File: config.mk
export PLATFORM = sky130hd
export DESIGN_NAME = pulse_train_generator
export DESIGN_NICKNAME = d
export VERILOG_FILES = /design/src/rtl/pulse_train_generator.sv
export SDC_FILE = /design/constraint.sdc
export NUM_CORES = 1
export LEC_CHECK = 0
export BUFFER_PORTS_ARGS = -buffer_cell sky130_fd_sc_hd__buf_2
export CAP_MARGIN = 20
export CORE_ASPECT_RATIO = 1.75
export CORE_UTILIZATION = 54
export CTS_BUF_LIST = sky130_fd_sc_hd__clkbuf_4 sky130_fd_sc_hd__clkbuf_8
export DETAILED_ROUTE_END_ITERATION = 6
export PLACE_DENSITY_LB_ADDON = 0.3
export SLEW_MARGIN = 5
export SYNTH_ARGS = -nofsm -noshare
export SYNTH_HDL_FRONTEND = slang
export SYNTH_SLANG_ARGS = --single-unit
File: constraint.sdc
create_clock -name clk -period 2.8 [get_ports clk]
set_clock_uncertainty 0.15 [all_clocks]
set_input_delay 0.56 -clock clk [delete_from_list [all_inputs] [get_ports clk]]
set_output_delay 0.56 -clock clk [all_outputs]
set_load 0.02 [all_outputs]
File: src/rtl/pulse_train_generator.sv
// Multi-channel pulse train generator: each channel runs a periodic or one-shot
// counter and drives a pulse whose high time and period are set per channel.
module pulse_train_generator #(
    parameter int unsigned N  = 8,
    parameter int unsigned CH = 4
) (
    input  logic            clk,
    input  logic            rst,
    input  logic [CH-1:0]   ena,
    input  logic [CH-1:0]   mode,
    input  logic [CH-1:0]   start,
    input  logic            sync,
    input  logic [CH*N-1:0] ticks,
    input  logic [CH*N-1:0] width,
    output logic [CH-1:0]   out,
    output logic [CH-1:0]   busy,
    output logic [CH-1:0]   wrap
);

    typedef enum logic {StIdle, StRun} state_e;

    state_e         state_q [CH];
    logic [N-1:0]   cnt_q   [CH];
    logic [CH-1:0]  terminal;

    // Outputs are also gated by rst so nothing can flicker high while it is held.
    always_comb begin
        terminal = '0;
        busy     = '0;
        out      = '0;
        wrap     = '0;
        for (int c = 0; c < int'(CH); c++) begin
            terminal[c] = (cnt_q[c] >= ticks[c*N +: N]);
            busy[c]     = !rst && (state_q[c] == StRun);
            out[c]      = busy[c] && (cnt_q[c] < width[c*N +: N]);
            wrap[c]     = busy[c] && terminal[c] && ena[c];
        end
    end

    always_ff @(posedge clk or posedge rst) begin
        if (rst) begin
            for (int c = 0; c < int'(CH); c++) begin
                state_q[c] <= StIdle;
                cnt_q[c]   <= '0;
            end
        end else begin
            for (int c = 0; c < int'(CH); c++) begin
                unique case (state_q[c])
                    StIdle: begin
                        cnt_q[c] <= '0;
                        if (ena[c] && (!mode[c] || start[c])) begin
                            state_q[c] <= StRun;
                        end
                    end
                    StRun: begin
                        if (!ena[c]) begin
                            state_q[c] <= StIdle;
                            cnt_q[c]   <= '0;
                        end else if (sync) begin
                            cnt_q[c] <= '0;
                        end else if (terminal[c]) begin
                            cnt_q[c] <= '0;
                            // A start on the terminal cycle retriggers a one-shot seamlessly.
                            if (mode[c] && !start[c]) begin
                                state_q[c] <= StIdle;
                            end
                        end else begin
                            cnt_q[c] <= cnt_q[c] + 1'b1;
                        end
                    end
                endcase
            end
        end
    end

endmodule
==> results.sh, run 1 <==
export IMPL_outcome="finished, final reports clean"
export IMPL_syn_avg_cell_area_sq_um=8.853
export IMPL_crit_family="compound AO/OA/AOI/OAI gates"
export IMPL_layout_commonest_cell="buf_2"
export IMPL_ctsResizeCount=0
export IMPL_syn_nets=500
export IMPL_root_buffer="clkbuf_8"
export IMPL_worst_ep_arrival_time_ns=1.99
export IMPL_cts_buffer_depth=2
export IMPL_yosysWarnings=0
export IMPL_antenna_found_initial=0
export IMPL_worst_path_max_delay_cell="dfrtp_1"
export IMPL_hold_violations=0
export IMPL_track_usage_pct=23.14
export IMPL_setup_viol=0
export IMPL_diodes=0
export IMPL_htreeDepth=2
export IMPL_post_cts_setup_buffer_count=0
export IMPL_die_y_um=103.2
export IMPL_rsz0062_at_grt="no"
export IMPL_relSlewSlack_pct=77.68
export IMPL_netlist_instances=357
export IMPL_critPathMaxFanout=4
export IMPL_final_core_utilization_pct=69.15
export IMPL_ant_nets=0
export IMPL_drv_slew=0
export IMPL_overflow=0
export IMPL_io_pins=91
export IMPL_synth_area_leaders="dfrtp_1 29%, ha_1 25%, inv_1 7.7%"
export IMPL_path_cells="ha_1 > a21o_1 > a221oi_2 > o21ai_2 > and3_2 > buf_2"
export IMPL_finalPower_w=0.001115
export IMPL_drt_wl_total_um=6497
export IMPL_route_detailed_drc=0
export IMPL_start_kind="register"
export IMPL_grt_pass1_wl_um=11060
export IMPL_post_route_period_util_pct=96.36
export IMPL_clock_sinks=36
export IMPL_critPathKind="reg2out"
export IMPL_ys_ff_latch=36
export IMPL_port_buffers=90
export IMPL_leakage_nw=2.361
export IMPL_fin_tns_setup_ns=0
export IMPL_fin_nets=605
export IMPL_fp_dieW_um=59.83
export IMPL_final_fill_count=500
export IMPL_stdcell_area_sq_mm=0.003862
export IMPL_slowest_delay_ns=0.44
export IMPL_gp_congestion=0.8222
export IMPL_initialDrtViolationCount=64
export IMPL_max_freq_mhz=370.6
export IMPL_critPathCaptureType="output port"
export IMPL_worst_path_buf_inv=1
export IMPL_dp_hpwl_um=5344
export IMPL_first_global_vias=2756
export IMPL_drtPass1Iterations=4
export IMPL_max_cap_violations=0
export IMPL_hold_class="in2async"
export IMPL_dpl_cell_area_sq_mm=0.003766
export IMPL_drive_gt1_share_pct=25.76
export IMPL_worstPathRequired_ns=2.09
export IMPL_vias=2839
export IMPL_yosys_area_top_type="dfrtp_1"
export IMPL_post_route_min_period_ns=2.698
export IMPL_path_clk_slew_ns=0.07
export IMPL_core_area_sq_mm=0.005585
export IMPL_initial_core_util_pct=56.59
export IMPL_row_count=36
export IMPL_cts_hold_buf=0
export IMPL_syn_to_final_growth_pct=22.21
export IMPL_seq_area_frac_synth_pct=28.50
export IMPL_irDropWorstVdd_v=0.0003061
export IMPL_drt_wirelength_per_cell_um=12.08
export IMPL_grt_max_degree=19
export IMPL_netlist_area_sq_mm=0.003161
export IMPL_drt_vias_per_instance=5.277
export IMPL_yosysTopAreaCellShare_pct=28.50
export IMPL_tightest_slew_ns=0.3338
export IMPL_clk_insertion_delay_late_ns=0.29
export IMPL_synth_distinct_cells=24
export IMPL_mostFrequentLayoutCells="90 x buf_2, 65 x inv_1, 64 x ha_1"
export IMPL_p_per_area_mw_per_mm2=288.8
export IMPL_tritoncts="built"
export IMPL_die_area_sq_mm=0.006175
export IMPL_cts_made_buffers=5
-- where the power goes --
group          switching (W)  internal (W)
Sequential        0.00000645      0.000527
Combinational      0.0000969     0.0000884
Clock               0.000178      0.000219
-- routing by layer --
metal / global-route usage (%) / up-vias / wire length (um)
li1: - / 1449 / -
met1: 24.09 / 1307 / 2626
met2: 45.04 / 71 / 3503
met3: 3.980 / 12 / 266
met4: 7.335 / 0 / 101
met5: 0 / - / 0
-- cell usage after synthesis --
master	count
a41o_1	4
a221oi_2	4
ha_1	64
nand4_1	1
nor2b_1	8
inv_1	65
nand2b_1	8
o21ai_0	8
a21o_2	3
and3_1	13
dfrtp_1	36
nand3_1	25
and2_1	1
and3_2	3
a21oi_1	12
o21ai_2	4
a31oi_1	8
xnor2_1	5
nand3b_1	8
nor2_1	4
nand2_1	13
xor2_1	19
nor3_1	32
a21o_1	9
-- flip-flops by register name, indices dropped and copies added, names as in the netlist --
name and count:
state_q 4, cnt_q 32
-- path summary, 6_finish.rpt --
check	startpoint	cells past startpoint	to	slack, ns
worst max register to register	cnt_q[22]	6	cnt_q[19]	0.83
worst min-delay path	rst	3	cnt_q[0]	0.21
max in group asynchronous	rst	3	cnt_q[29]	2.09
worst max-delay path	cnt_q[22]	6	wrap[1]	0.10
worst min register to register	cnt_q[16]	1	cnt_q[16]	0.40
min in group clk	ena[1]	3	state_q[2]	0.37
-- worst min-delay path: cells and delay by family --
| kind | cells | cell delay [ns] |
|---|---|---|
| buffers and inverters | 3 | 0.46 |
-- per-stage QoR --
stage	worst slack, ns	hold slack (ns)	std cells
finish	0.1018	0.2080	538
global route	0.007810	0.2377	538
CTS	0.08471	0.2083	538
detailed placement	0.1739	0.3952	531
global placement	0.1929	0.3904	531
floorplan	0.3559	0.3486	357
-- area by class of cell --
| type | instances | area, sq um | share of cell area, % |
|---|---|---|---|
| inverter | 65 | 244.0 | 6.317 |
| multi-input combinational | 256 | 2016 | 52.19 |
| timing repair buffer | 98 | 510.5 | 13.22 |
| sequential | 36 | 900.9 | 23.32 |
| tap | 76 | 95.09 | 2.462 |
| clock buffer | 7 | 96.34 | 2.494 |
-- logic make-up (layout without fill, tap and decap cells) --
| kind of cell | after synthesis | in the layout | share of synthesized area (%) |
|---|---|---|---|
| simple gates | 116 | 116 | 19.79 |
| fa+ha+maj | 64 | 64 | 25.34 |
| flops | 36 | 36 | 28.50 |
| buf+inv | 65 | 170 | 7.720 |
| xor+xnor | 24 | 24 | 6.651 |
| compound gates | 52 | 52 | 12.00 |
Note: power is estimated with default switching activity, not from simulation.
==> run 2, diff against run 1 <==
==> constraint.sdc (replaced) <==
create_clock -name clk -period 2.8 [get_ports clk]
set_clock_uncertainty 0.15 [all_clocks]
set_input_delay 0.28 -clock clk [delete_from_list [all_inputs] [get_ports clk]]
set_output_delay 0.28 -clock clk [all_outputs]
set_load 0.02 [all_outputs]
==> run 2 against run 1 <==
  * Combinational power about the same
  * Utilization shrank 0.47 points
  * Worst setup slack better by 0.17 ns
  * Sequential share of layout area rose by 0.16 points
==> results.sh, run 2 (synthesis gave the netlist of run 1 again) <==
export IMPL_drtPass1Iterations=4
export IMPL_hold_violations=0
export IMPL_grt_pass1_wl_um=11160
export IMPL_reg2reg_slack_ns=0.86
export IMPL_mostFrequentLayoutCells="90 x buf_2, 65 x inv_1, 64 x ha_1"
export IMPL_overflow=0
export IMPL_rsz0062_at_grt="no"
export IMPL_drt_wirelength_per_cell_um=12.16
export IMPL_syn_to_final_growth_pct=21.38
export IMPL_path_cells="ha_1 > a21o_2 > a221oi_2 > o21ai_2 > and3_2 > buf_2"
export IMPL_slowest_delay_ns=0.45
export IMPL_critPathKind="reg2out"
export IMPL_diodes=0
export IMPL_cts_made_buffers=5
export IMPL_cp_startpoint="cnt_q[20]"
export IMPL_layout_commonest_cell="buf_2"
export IMPL_p_per_area_mw_per_mm2=288.4
export IMPL_crit_path_end="wrap[1]"
export IMPL_clk_insertion_delay_late_ns=0.28
export IMPL_grtUsageMet3_pct=2.612
export IMPL_cts_buffer_depth=2
export IMPL_row_count=36
export IMPL_io_pins=91
export IMPL_stdcell_area_sq_mm=0.003836
export IMPL_post_route_min_period_ns=2.531
export IMPL_hold_class="in2reg"
export IMPL_first_global_vias=2856
export IMPL_port_buffers=90
export IMPL_worst_path_max_delay_cell="dfrtp_1"
export IMPL_largestRegisters="cnt_q x32, state_q x4"
export IMPL_dp_hpwl_um=5330
export IMPL_fin_nets=601
export IMPL_leakage_nw=2.336
export IMPL_outcome="finished, final reports clean"
export IMPL_top_usage_layer="met2"
export IMPL_critPathMaxFanout=10
export IMPL_drive_gt1_share_pct=25.05
export IMPL_path_clk_slew_ns=0.07
export IMPL_track_usage_pct=23.07
export IMPL_post_route_period_util_pct=90.41
export IMPL_largest_register_ff_count=32
export IMPL_route_detailed_drc=0
export IMPL_htreeDepth=2
export IMPL_root_buffer="clkbuf_8"
export IMPL_gp_congestion=0.7777
export IMPL_vias=2848
export IMPL_ant_nets=0
export IMPL_initial_core_util_pct=56.59
export IMPL_clock_sinks=36
export IMPL_antenna_found_initial=0
export IMPL_initialDrtViolationCount=78
export IMPL_ctsResizeCount=0
export IMPL_irDropWorstVdd_v=0.0002761
export IMPL_r2r_cells=5
export IMPL_worstPathRequired_ns=2.37
export IMPL_tritoncts="built"
export IMPL_use_met1_pct=25.06
export IMPL_setup_viol=0
export IMPL_dpl_cell_area_sq_mm=0.003729
export IMPL_relSlewSlack_pct=71.87
export IMPL_max_freq_mhz=395.0
export IMPL_drt_vias_per_instance=5.323
export IMPL_core_area_sq_mm=0.005585
export IMPL_fp_dieW_um=59.83
export IMPL_start_kind="register"
export IMPL_met2_usage_pct=44.19
export IMPL_fin_tns_setup_ns=0
export IMPL_top_register="cnt_q"
export IMPL_die_y_um=103.2
export IMPL_timing_rr_end="cnt_q[18]"
export IMPL_die_area_sq_mm=0.006175
export IMPL_max_cap_violations=0
export IMPL_worst_ep_arrival_time_ns=2.10
export IMPL_drv_slew=0
export IMPL_grt_max_degree=19
export IMPL_r2r_start="cnt_q[20]"
export IMPL_critPathCaptureType="output port"
export IMPL_drt_wl_total_um=6504
export IMPL_tightest_slew_ns=0.4219
==> run 2: cell count changes in the layout (fill, tap and decap cells not counted), sizes merged <==
cell | before | now
buf | 98 | 93
clkinvlp | 0 | 1
dlygate4sd3 | 0 | 1
==> run 2: layout make-up <==
| type | instances | area (sq um) |
|---|---|---|
| repair buffers | 94 | 483.0 |
| inverters | 65 | 244.0 |
| well taps | 76 | 95.09 |
| flip-flops and latches | 36 | 900.9 |
| fillers | 489 | 1749 |
| multi-input cells | 256 | 2016 |
| clock buffers | 7 | 90.09 |
| clock inverters | 1 | 7.507 |
==> run 2: repair_timing <==
action,CTS,global route
hold buffers,1,0
hold endpoints to repair,36,0
buffers inserted,0,0
==> run 2: critical path: cells and delay by family (launching register included) <==
kind | cells | cell delay [ns]
adder cells (fa/ha/maj) | 1 | 0.32
buffers and inverters | 1 | 0.15
flip-flops | 1 | 0.45
AND/OR/NAND/NOR | 1 | 0.23
AO/OA/AOI/OAI | 3 | 0.67
==> run 2: through the flow <==
step | power (W) | hold slack [ns] | util, % | setup slack, ns | std cells
2_1_floorplan | 0.0006411 | 0.2626 | - | 0.8152 | 357
3_3_place_gp | 0.0007214 | 0.2381 | 66.76 | 0.6148 | 526
3_5_place_dp | 0.0007302 | 0.2430 | 66.76 | 0.5826 | 526
4_1_cts | 0.001122 | 0.08065 | 68.68 | 0.2628 | 535
5_1_grt | 0.001168 | 0.09740 | 68.68 | 0.1320 | 535
6_report | 0.001106 | 0.09128 | 68.68 | 0.2685 | 535
==> run 2: worst min-delay path by stage <==
stage,start,slack [ns],endpoint,cells after the start
CTS,ena[3],0.08,state_q[0],3
floorplan,ena[3],0.26,state_q[0],2
detailed placement,rst,0.24,state_q[0],3
global placement,rst,0.24,cnt_q[0],3
finish,ena[3],0.09,state_q[0],3
global route,ena[3],0.1,state_q[0],3
==> run 2: metal layers <==
| layer | routed length, um | vias to the layer above |
|---|---|---|
| met5 | 0 | - |
| met4 | 75 | 0 |
| met3 | 209 | 10 |
| met2 | 3620 | 67 |
| met1 | 2599 | 1335 |
| li1 | - | 1436 |
==> run 2: where the power goes <==
group / leakage, nW / switching, W / total [W] / internal, W
combinational: 1.79 / 0.0000973 / 0.000185 / 0.0000881
sequential: 0.494 / 0.00000773 / 0.000534 / 0.000526
clock: 0.0479 / 0.000177 / 0.000387 / 0.000209
total: 2.34 / 0.000282 / 0.00111 / 0.000824
